<file path="src/rtl/cache_arbiter.sv">
// Two-client line-fill/write-back arbiter in front of a single physical memory port.
// Alternates grants on simultaneous requests and returns to IDLE for one cycle after every grant.
module cache_arbiter (
  input  logic         clk,
  input  logic         reset,
  input  logic         i_read,
  input  logic [15:0]  i_address,
  output logic [127:0] i_rdata,
  output logic         i_resp,
  input  logic         d_read,
  input  logic         d_write,
  input  logic [15:0]  d_address,
  input  logic [127:0] d_wdata,
  output logic [127:0] d_rdata,
  output logic         d_resp,
  output logic         pmem_read,
  output logic         pmem_write,
  output logic [15:0]  pmem_address,
  output logic [127:0] pmem_wdata,
  input  logic [127:0] pmem_rdata,
  input  logic         pmem_resp
);

  typedef enum logic [1:0] {
    IDLE    = 2'd0,
    SERVE_I = 2'd1,
    SERVE_D = 2'd2
  } state_t;

  localparam logic GRANT_I = 1'b0;
  localparam logic GRANT_D = 1'b1;

  state_t state_reg;
  logic   last_grant_reg;
  logic   i_req;
  logic   d_req;

  assign i_req = i_read;
  assign d_req = d_read | d_write;

  // I wins a tie only when D held the previous grant; reset leaves D as last so I wins first.
  always_ff @(posedge clk or posedge reset) begin
    if (reset) begin
      state_reg      <= IDLE;
      last_grant_reg <= GRANT_D;
    end else begin
      case (state_reg)
        IDLE: begin
          if (i_req && (!d_req || last_grant_reg == GRANT_D)) begin
            state_reg      <= SERVE_I;
            last_grant_reg <= GRANT_I;
          end else if (d_req) begin
            state_reg      <= SERVE_D;
            last_grant_reg <= GRANT_D;
          end
        end
        SERVE_I: if (!i_req || pmem_resp) state_reg <= IDLE;
        SERVE_D: if (!d_req || pmem_resp) state_reg <= IDLE;
        default: state_reg <= IDLE;
      endcase
    end
  end

  // Memory side is a combinational passthrough of the granted client; reset forces IDLE values.
  always_comb begin
    pmem_read    = 1'b0;
    pmem_write   = 1'b0;
    pmem_address = 16'h0000;
    pmem_wdata   = 128'h0;
    i_resp       = 1'b0;
    d_resp       = 1'b0;
    if (!reset) begin
      case (state_reg)
        SERVE_I: begin
          pmem_read    = i_read;
          pmem_address = i_address;
          i_resp       = i_read & pmem_resp;
        end
        SERVE_D: begin
          pmem_address = d_address;
          pmem_wdata   = d_wdata;
          pmem_write   = d_write;
          pmem_read    = d_read & ~d_write;
          d_resp       = d_req & pmem_resp;
        end
        default: ;
      endcase
    end
  end

  assign i_rdata = pmem_rdata;
  assign d_rdata = pmem_rdata;

endmodule

</file>
<file path="config.mk">
export PLATFORM = sky130hd
export DESIGN_NAME = cache_arbiter
export DESIGN_NICKNAME = d
export VERILOG_FILES = /design/src/rtl/cache_arbiter.sv
export SDC_FILE = /design/constraint.sdc
export NUM_CORES = 1
export LEC_CHECK = 0
export ABC_AREA = 0
export BUFFER_PORTS_ARGS = -buffer_cell sky130_fd_sc_hd__buf_2
export CAP_MARGIN = 20
export CORE_AREA = 2 2 270 272
export CTS_CLUSTER_DIAMETER = 40
export DETAILED_ROUTE_END_ITERATION = 7
export DIE_AREA = 0 0 272 274
export PLACE_DENSITY = 0.3
export SLEW_MARGIN = 20
export SYNTH_ARGS = -nofsm -noshare
export SYNTH_HDL_FRONTEND = slang
export SYNTH_SLANG_ARGS = --single-unit
</file>
<file path="constraint.sdc">
create_clock -name clk -period 2.18 [get_ports clk]
set_clock_uncertainty 0.05 [all_clocks]
set_input_delay 0.218 -clock clk [delete_from_list [all_inputs] [get_ports clk]]
set_output_delay 0.218 -clock clk [all_outputs]
set_load 0.01 [all_outputs]
</file>
==> results.ini, run 1 <==
[run_status]
outcome = finished, final reports clean

[clock_network]
clk_path_buf_depth = 2
cts_tree = yes
clock_latency_ns = 0.22
cts_buffers = 3
cts.sinks = 3
cts_root_buf = clkbuf_16
cts.htree.levels = 1
clk_pin_slew_ns = 0.03

[sta]
fmax_mhz = 481.1
hold_viol_final = 0
relSlewSlack = 0.7186
min_period_ns = 2.079
drv_slew = 0
finalCritPeriodShare = 0.9536
final-setup-viol-count = 0
fin_hold_ws_ns = 0.1797
fin_setup_tns_ns = 0
tightest_slew_ns = 0.4221

[route]
drc = 0
drtAntennaViolNets = 0
vias = 3049
drt_iter0_drc = 64
first_pass_iters = 4
viasPerCell = 2.066
wl_per_cell_um = 10.48
wl_um = 15470

[grt]
grtUsageMet1 = 0.01806
grt_use_met2 = 0.06129
met3_usage = 0.03774
grt_usage = 0.03270
overflow = 0
busiest_layer = met2
grt_pass1_vias = 2900
antenna_found_initial = 3
grt_max_degree = 119
grt_pass1_wl_um = 17860

[worst_setup_path]
arrival_ns = 1.81
cp-start-kind = flip-flop
worstPathCellList = inv_1 > ha_1 > nor2b_4 > buf_12 > clkbuf_16 > and2_1 > buf_2
crit_family = buffers and inverters
path_class = flip-flop to output pin
crit_slowest_cell = dfrtp_1
slowest_delay_ns = 0.39
required_ns = 1.91
worstSetupEndpointType = output pin
critPathBufInv = 4
crit_fanout = 30

[final_layout]
nFillCells = 8515
final_common_cell = buf_2
final_area_mm2 = 0.004200
mostFrequentLayoutCells = buf_2 (313), and2_1 (129), nor2_1 (17)
largest_reg_flops = 2
area_delta_synth_final_pct = 28.87
utilization = 0.05836
nNetsFinal = 815
layout-drive-gt1-share = 0.6344
antenna_cells = 0
seq_area_um2 = 76.32
multi_input_area_mm2 = 0.001147

[place]
placed_area_mm2 = 0.004055
dp_hpwl_um = 12360
io_buffers = 313
gp_routability_congestion = 0.7972

[die]
dieArea_mm2 = 0.07453
die_y_um = 274
start_util = 0.04529
ios = 698
rows = 99
die_x_um = 272
core_area_mm2 = 0.07197

[logic_synthesis]
syn_avg_cell_area_um2 = 6.994
ys_warn_count = 0
syn-num-nets = 763
synth-seq-area-share = 0.02342
syn_area_mm2 = 0.003259
synth_seq_cells = 3
syn_inst = 466
synth_cell_types = 25

[run]
max_cap_viol_count = 0

[power_and_ir_drop]
ir_drop_mv = 0.3101
power_density_mw_per_mm2 = 510.9
leakage_uw = 0.002078

[hold_path]
min_path_type = input pin to flip-flop

## path summary, 6_finish.rpt
| check | startpoint | endpoint | slack [ns] | cells after the start |
|---|---|---|---|---|
| min | i_read | last_grant_reg | 0.18 | 2 |
| min in group asynchronous | reset | state_reg[0] | 0.43 | 3 |
| max in group asynchronous | reset | last_grant_reg | 1.43 | 3 |
| min reg2reg | last_grant_reg | last_grant_reg | 0.49 | 1 |
| max | state_reg[0] | pmem_wdata[62] | 0.10 | 7 |
| max reg2reg | state_reg[1] | state_reg[0] | 0.37 | 6 |
## per-layer routing
metal  wire length, um  vias up
li1                  -     1274
met1              3881     1220
met2              7466      529
met3              3760       26
met4               366        0
met5                 0        -
## synthesized netlist by cell type
cell type | count | area [um^2]
a21oi_1 | 3 | 15.01
a22oi_1 | 16 | 120.1
buf_2 | 3 | 15.01
dfstp_2 | 1 | 26.28
clkbuf_2 | 10 | 50.05
o22ai_1 | 2 | 12.51
inv_1 | 4 | 15.01
ha_1 | 3 | 37.54
buf_4 | 257 | 1929
dfrtp_1 | 2 | 50.05
buf_6 | 1 | 11.26
nor2_1 | 17 | 63.81
a31oi_1 | 1 | 6.260
and3_1 | 1 | 6.260
o21ai_0 | 2 | 10.01
nand3b_1 | 1 | 7.510
a21oi_2 | 1 | 8.760
and2_1 | 129 | 807.0
nor3b_1 | 1 | 7.510
a22o_1 | 1 | 8.760
clkbuf_1 | 4 | 15.01
or2_2 | 1 | 6.260
nand3_1 | 1 | 5.000
nand2_1 | 3 | 11.26
nor2b_4 | 1 | 13.76
## through the flow
step	total power [uW]	setup slack, ns	std cells
after floorplan	1540	0.5649	466
after global placement	1763	0.3172	1468
after detailed placement	1754	0.3113	1468
after CTS	2058	0.07486	1473
after global routing	2334	-0.003512	1476
final	2146	0.1012	1476
## final cells by class
cell class                      instances  area share
Tap cell                              959      0.2857
Timing Repair Buffer                  322      0.4007
Clock buffer                            4     0.01877
Multi-Input combinational cell        184      0.2732
Sequential cell                         3     0.01817
Inverter                                4    0.003575
## worst register-to-register path: cells and delay by family, from the launching register on
kind | cells | cell delay [ns]
compound gates | 3 | 0.56
fa+ha+maj | 1 | 0.42
flops | 1 | 0.37
simple gates | 1 | 0.19
buf+inv | 1 | 0.10
## kinds of logic (layout without fill, tap and decap cells)
family / count (synthesis) / in the layout / synth area share
adder cells (fa/ha/maj): 3 / 3 / 0.01152
AND/OR/NAND/NOR: 155 / 155 / 0.2848
buffers and inverters: 279 / 330 / 0.6246
flip-flops: 3 / 3 / 0.02342
AO/OA/AOI/OAI: 26 / 26 / 0.05566
## timing repair
action                     4_1_cts  5_1_grt
hold buffers                     1        0
setup buffers                    0        1
hold endpoints to repair         2        0
setup endpoints to repair        0       17
gates resized for setup          0        4
## report_power, final
part / internal, uW / total [uW] / switching (uW)
combinational: 779 / 1750 / 969
sequential: 89.3 / 108 / 19.2
clock: 241 / 290 / 48.4
total: 1110 / 2150 / 1040
Note: power is estimated with default switching activity, not from simulation.
==> inputs of run 2 (changes only) <==
CELL_PAD_IN_SITES_DETAIL_PLACEMENT = 0   (was not set)
CELL_PAD_IN_SITES_GLOBAL_PLACEMENT = 1   (was not set)
CORE_AREA = 2 2 271 273   (was 2 2 270 272)
DIE_AREA = 0 0 273 275   (was 0 0 272 274)
PLACE_DENSITY = 0.39   (was 0.3)
TNS_END_PERCENT = 10   (was not set)
==> results.ini, run 2 (synthesis gave the netlist of run 1 again) <==
[run_status]
outcome = finished, final reports clean

[clock_network]
cts_buffers = 3  ; unchanged
cts.sinks = 3  ; unchanged
cts.htree.levels = 1  ; unchanged
cts_root_buf = clkbuf_16
clk_path_buf_depth = 2  ; unchanged
clk_pin_slew_ns = 0.03  ; about the same
cts_tree = yes
clock_latency_ns = 0.22  ; about the same

[worst_setup_path]
crit-reg2reg-launch = state_reg[0]
arrival_ns = 1.79  ; -0.02 ns
r2r_cells = 7  ; +1
cp-start-kind = input pin
worstReg2RegEnd = state_reg[0]
worstSetupEndpointType = output pin
r2r_slack_ns = 0.40  ; +0.03 ns
crit_fanout = 31  ; +3.3%
path_class = input pin to output pin
required_ns = 1.91  ; about the same

[grt]
antenna_found_initial = 1  ; -2
grt_max_degree = 124  ; +4.2%
grt_pass1_vias = 3000  ; +3.4%
grt_pass1_wl_um = 18550  ; +3.9%
grt_usage = 0.03380  ; +0.001093
overflow = 0  ; unchanged

[final_layout]
largest_reg_flops = 2  ; unchanged
mostFrequentLayoutCells = buf_2 (313), and2_1 (129), nor2_1 (17)
utilization = 0.05848  ; +0.0001153
antenna_cells = 0  ; unchanged
area_delta_synth_final_pct = 29.79
nNetsFinal = 818  ; +0.37%
final_common_cell = buf_2
layout-drive-gt1-share = 0.6385  ; +0.004032

[hold_path]
min_path_type = input pin to flip-flop
min_to = last_grant_reg
whs_path_depth = 2  ; unchanged
hold_path.startpoint = i_read

[route]
first_pass_iters = 4  ; unchanged
drt_iter0_drc = 58  ; -9.4%
viasPerCell = 2.041  ; -1.2%
vias = 3019  ; -0.98%
wl_um = 15900  ; +2.8%
wl_per_cell_um = 10.75  ; +2.5%
drc = 0  ; unchanged
drtAntennaViolNets = 0  ; unchanged

[die]
die_y_um = 275  ; +0.36%
start_util = 0.04506  ; -0.0002327
dieArea_mm2 = 0.07508  ; +0.73%
rows = 99  ; unchanged
die_x_um = 273  ; +0.37%
ios = 698  ; unchanged
core_area_mm2 = 0.07234  ; +0.52%

[sta]
hold_viol_final = 0  ; unchanged
rsz0062_at_grt = false
fin_setup_tns_ns = 0  ; unchanged
final-setup-viol-count = 0  ; unchanged
drv_slew = 0  ; unchanged
fmax_mhz = 487.1  ; +1.2%
min_period_ns = 2.053  ; -0.02561 ns
finalCritPeriodShare = 0.9418  ; -0.01175
relSlewSlack = 0.8358  ; +0.1171
tightest_slew_ns = 0.2464  ; -0.1757 ns

[place]
dp_hpwl_um = 12600  ; +1.9%
io_buffers = 313  ; unchanged
gp_routability_congestion = 0.6801  ; -15%

[power_and_ir_drop]
leakage_uw = 0.002094  ; +0.80%
power_density_mw_per_mm2 = 521.0  ; +2.0%
ir_drop_mv = 0.2167  ; -30%

[run]
max_cap_viol_count = 0  ; unchanged

run 2: cell types whose count changed in the layout (fill, tap and decap cells not counted):
cell | before | now
buf_4 | 4 | 6
buf_8 | 0 | 1
inv_1 | 4 | 3
inv_2 | 0 | 1
run 2: worst max-delay path by stage:
stage / start / to / slack, ns / cells after the start
2_1_floorplan: state_reg[0] / pmem_wdata[100] / 0.56 / 7
3_3_place_gp: state_reg[0] / pmem_wdata[28] / 0.24 / 7
3_5_place_dp: state_reg[0] / pmem_wdata[58] / 0.22 / 7
4_1_cts: state_reg[0] / pmem_wdata[58] / 0.02 / 7
5_1_grt: state_reg[0] / pmem_wdata[97] / 0.02 / 8
6_report: reset / pmem_wdata[58] / 0.13 / 8
run 2: area by class of cell:
cell class / count / area [um^2]
fillers: 8581 / 68110
repair buffers: 325 / 1713
well taps: 959 / 1200
multi-input cells: 184 / 1147
clock buffers: 4 / 78.83
flip-flops and latches: 3 / 76.32
inverters: 4 / 15.01
run 2: power breakdown:
group	switching [uW]	internal [uW]
Clock	47.6	241
Combinational	995	811
Sequential	19.7	89.3
Total	1060	1140
run 2: repair_timing:
action / CTS / global route
endpoints found under the setup margin: 8 / 70
hold endpoints to repair: 2 / 0
gates cloned: 0 / 2
setup buffers: 0 / 2
gates resized for setup: 1 / 7
pin swaps: 0 / 0
hold buffers: 1 / 0
run 2: per-stage QoR:
stage / worst slack, ns / cell area [um^2] / hold slack, ns / total power (uW) / cells
after floorplan: 0.5649 / 3259 / -0.07077 / 1540 / 466
after CTS: 0.01720 / 4163 / 0.1636 / 2128 / 1475
after global routing: 0.02052 / 4230 / 0.1922 / 2424 / 1479
final: 0.1268 / 4230 / 0.1652 / 2204 / 1479
after global placement: 0.2439 / 4070 / 0.1118 / 1841 / 1470
after detailed placement: 0.2194 / 4070 / 0.1113 / 1824 / 1470
run 2: metal layers:
layer  part of all wire  GRT usage  vias to the layer above
li1                   -          -                     1278
met1               0.26    0.02182                     1201
met2               0.46    0.05784                      494
met3               0.21    0.03151                       46
met4              0.066    0.02646                        0
met5                  0          0                        -
run 2: worst max-delay path, cell delays in order:
cell and delay (ns):
dlygate4sd3_1 0.53, buf_2 0.16, nor2b_4 0.13, buf_12 0.13
clkbuf_16 0.20, buf_6 0.14, and2_1 0.12, buf_2 0.12
==> inputs of run 3 (changes only) <==
SETUP_SLACK_MARGIN = 0.2   (was not set)
==> results.ini, run 3 (synthesis gave the netlist of run 1 again) <==
[sta]
hold_viol_final = 0  ; unchanged
relSlewSlack = 0.8393  ; +0.003539
tightest_slew_ns = 0.2411  ; -0.005308 ns
setup_slack_ns = 0.2076  ; +0.08073 ns
fin_setup_tns_ns = 0  ; unchanged
finalCritPeriodShare = 0.9048  ; -0.03703
final-setup-viol-count = 0  ; unchanged
min_period_ns = 1.972  ; -0.08073 ns
rsz0062_at_grt = true
drv_slew = 0  ; unchanged
fmax_mhz = 507.0  ; +4.1%
fin_hold_ws_ns = 0.04658  ; -0.1187 ns

[run]
max_cap_viol_count = 0  ; unchanged

[final_layout]
fin_cells = 1489  ; +0.68%
final_common_cell = buf_2
antenna_cells = 0  ; unchanged
layout-drive-gt1-share = 0.6585  ; +0.02003
mostFrequentLayoutCells = buf_2 (311), and2_1 (126), nor2_1 (17)
area_delta_synth_final_pct = 37.35
largest_reg_flops = 2  ; unchanged
utilization = 0.06189  ; +0.003407
nNetsFinal = 828  ; +1.2%

[route]
first_pass_iters = 4  ; unchanged
wl_um = 17850  ; +12%
wl_per_cell_um = 11.99  ; +12%
vias = 3126  ; +3.5%
drt_iter0_drc = 98  ; +69%
drtAntennaViolNets = 0  ; unchanged
drc = 0  ; unchanged
viasPerCell = 2.099  ; +2.8%

[grt]
grt_usage = 0.04140  ; +0.007599
grt_pass1_vias = 3213  ; +7.1%
grt_pass1_wl_um = 21910  ; +18%
antenna_found_initial = 3  ; +2
grt_max_degree = 32  ; -74%
overflow = 0  ; unchanged

[worst_setup_path]
crit-reg2reg-launch = state_reg[0]
worstSetupEndpointType = output pin
path_class = flip-flop to output pin
startpoint = state_reg[0]
r2r_slack_ns = 0.34  ; -0.06 ns
cp-start-kind = flip-flop
crit_fanout = 15  ; -52%
arrival_ns = 1.70  ; -0.09 ns
required_ns = 1.91  ; about the same

[die]
die_x_um = 273  ; unchanged
core_area_mm2 = 0.07234  ; unchanged
start_util = 0.04506  ; unchanged
die_y_um = 275  ; unchanged
rows = 99  ; unchanged
ios = 698  ; unchanged
dieArea_mm2 = 0.07508  ; unchanged

[place]
place_inst = 1470  ; unchanged
io_buffers = 313  ; unchanged
pre_cts_ws_ns = 0.2194  ; unchanged
gp_routability_congestion = 0.6801  ; unchanged
dp_hpwl_um = 12600  ; unchanged

[clock_network]
clk_path_buf_depth = 2  ; unchanged
cts.sinks = 3  ; unchanged
clk_pin_slew_ns = 0.03  ; about the same
cts.htree.levels = 1  ; unchanged
clock_latency_ns = 0.22  ; about the same
cts_tree = yes
cts_root_buf = clkbuf_16
cts_buffers = 3  ; unchanged

[hold_path]
min_path_type = input pin to async pin

[run_status]
outcome = finished, final reports clean

[power_and_ir_drop]
ir_drop_mv = 0.2681  ; +24%
power_density_mw_per_mm2 = 576.5  ; +11%
leakage_uw = 0.002199  ; +5.0%

run 3: cell count changes in the layout (fill, tap and decap cells not counted), moves of 2 or more:
cell       before  now
buf_16          0    4
buf_4           6   10
and2_1        129  126
and2_4          0    3
buf_2         313  311
bufbuf_16       0    2
ha_1            3    1
run 3: routing by layer:
layer / up-vias / global-route usage / routed length, um
met5: - / 0.01128 / 117
met4: 2 / 0.02560 / 1022
met3: 48 / 0.03037 / 3282
met2: 498 / 0.07220 / 8451
met1: 1275 / 0.03213 / 4979
li1: 1303 / - / -
run 3: worst max-delay path, stage by stage, from the launching register on:
cell	delay [ns]
dfrtp_1	0.38
inv_2	0.08
ha_4	0.12
nor2b_4	0.19
buf_8	0.15
bufbuf_16	0.28
and2_1	0.13
buf_2	0.13
run 3: final cells by class:
| cell class | instances | area [um^2] |
|---|---|---|
| tap | 959 | 1200 |
| inverter | 4 | 15.01 |
| clock buffer | 4 | 78.83 |
| sequential | 3 | 76.32 |
| multi-input combinational | 184 | 1177 |
| timing repair buffer | 335 | 1929 |
| fill | 8563 | 67860 |
run 3: where the power goes:
group / switching [uW] / total, uW / internal (uW)
Clock: 48.7 / 290 / 241
Combinational: 1130 / 2180 / 1050
Sequential: 23.8 / 113 / 89.3
Total: 1200 / 2580 / 1380
run 3: per-stage QoR:
step	total power [uW]	instance area [um^2]
after floorplan	1540	3259
after global placement	1841	4070
after detailed placement	1824	4070
after CTS	2629	4442
after global routing	2830	4477
final	2581	4477
run 3: path summary, 6_finish.rpt:
kind	endpoint	cells past startpoint
max	pmem_wdata[60]	7
min	last_grant_reg	2
max reg2reg	state_reg[0]	8
min reg2reg	last_grant_reg	2
max in group asynchronous	state_reg[0]	3
min in group clk	last_grant_reg	2
run 3: what timing repair did:
action / 4_1_cts / 5_1_grt
buffers inserted: 7 / 1
setup endpoints to repair: 112 / 130
pin swaps: 3 / 0
cloned: 6 / 0
gates resized for setup: 12 / 7
hold buffers: 1 / 0
endpoints found under the hold margin: 2 / 0
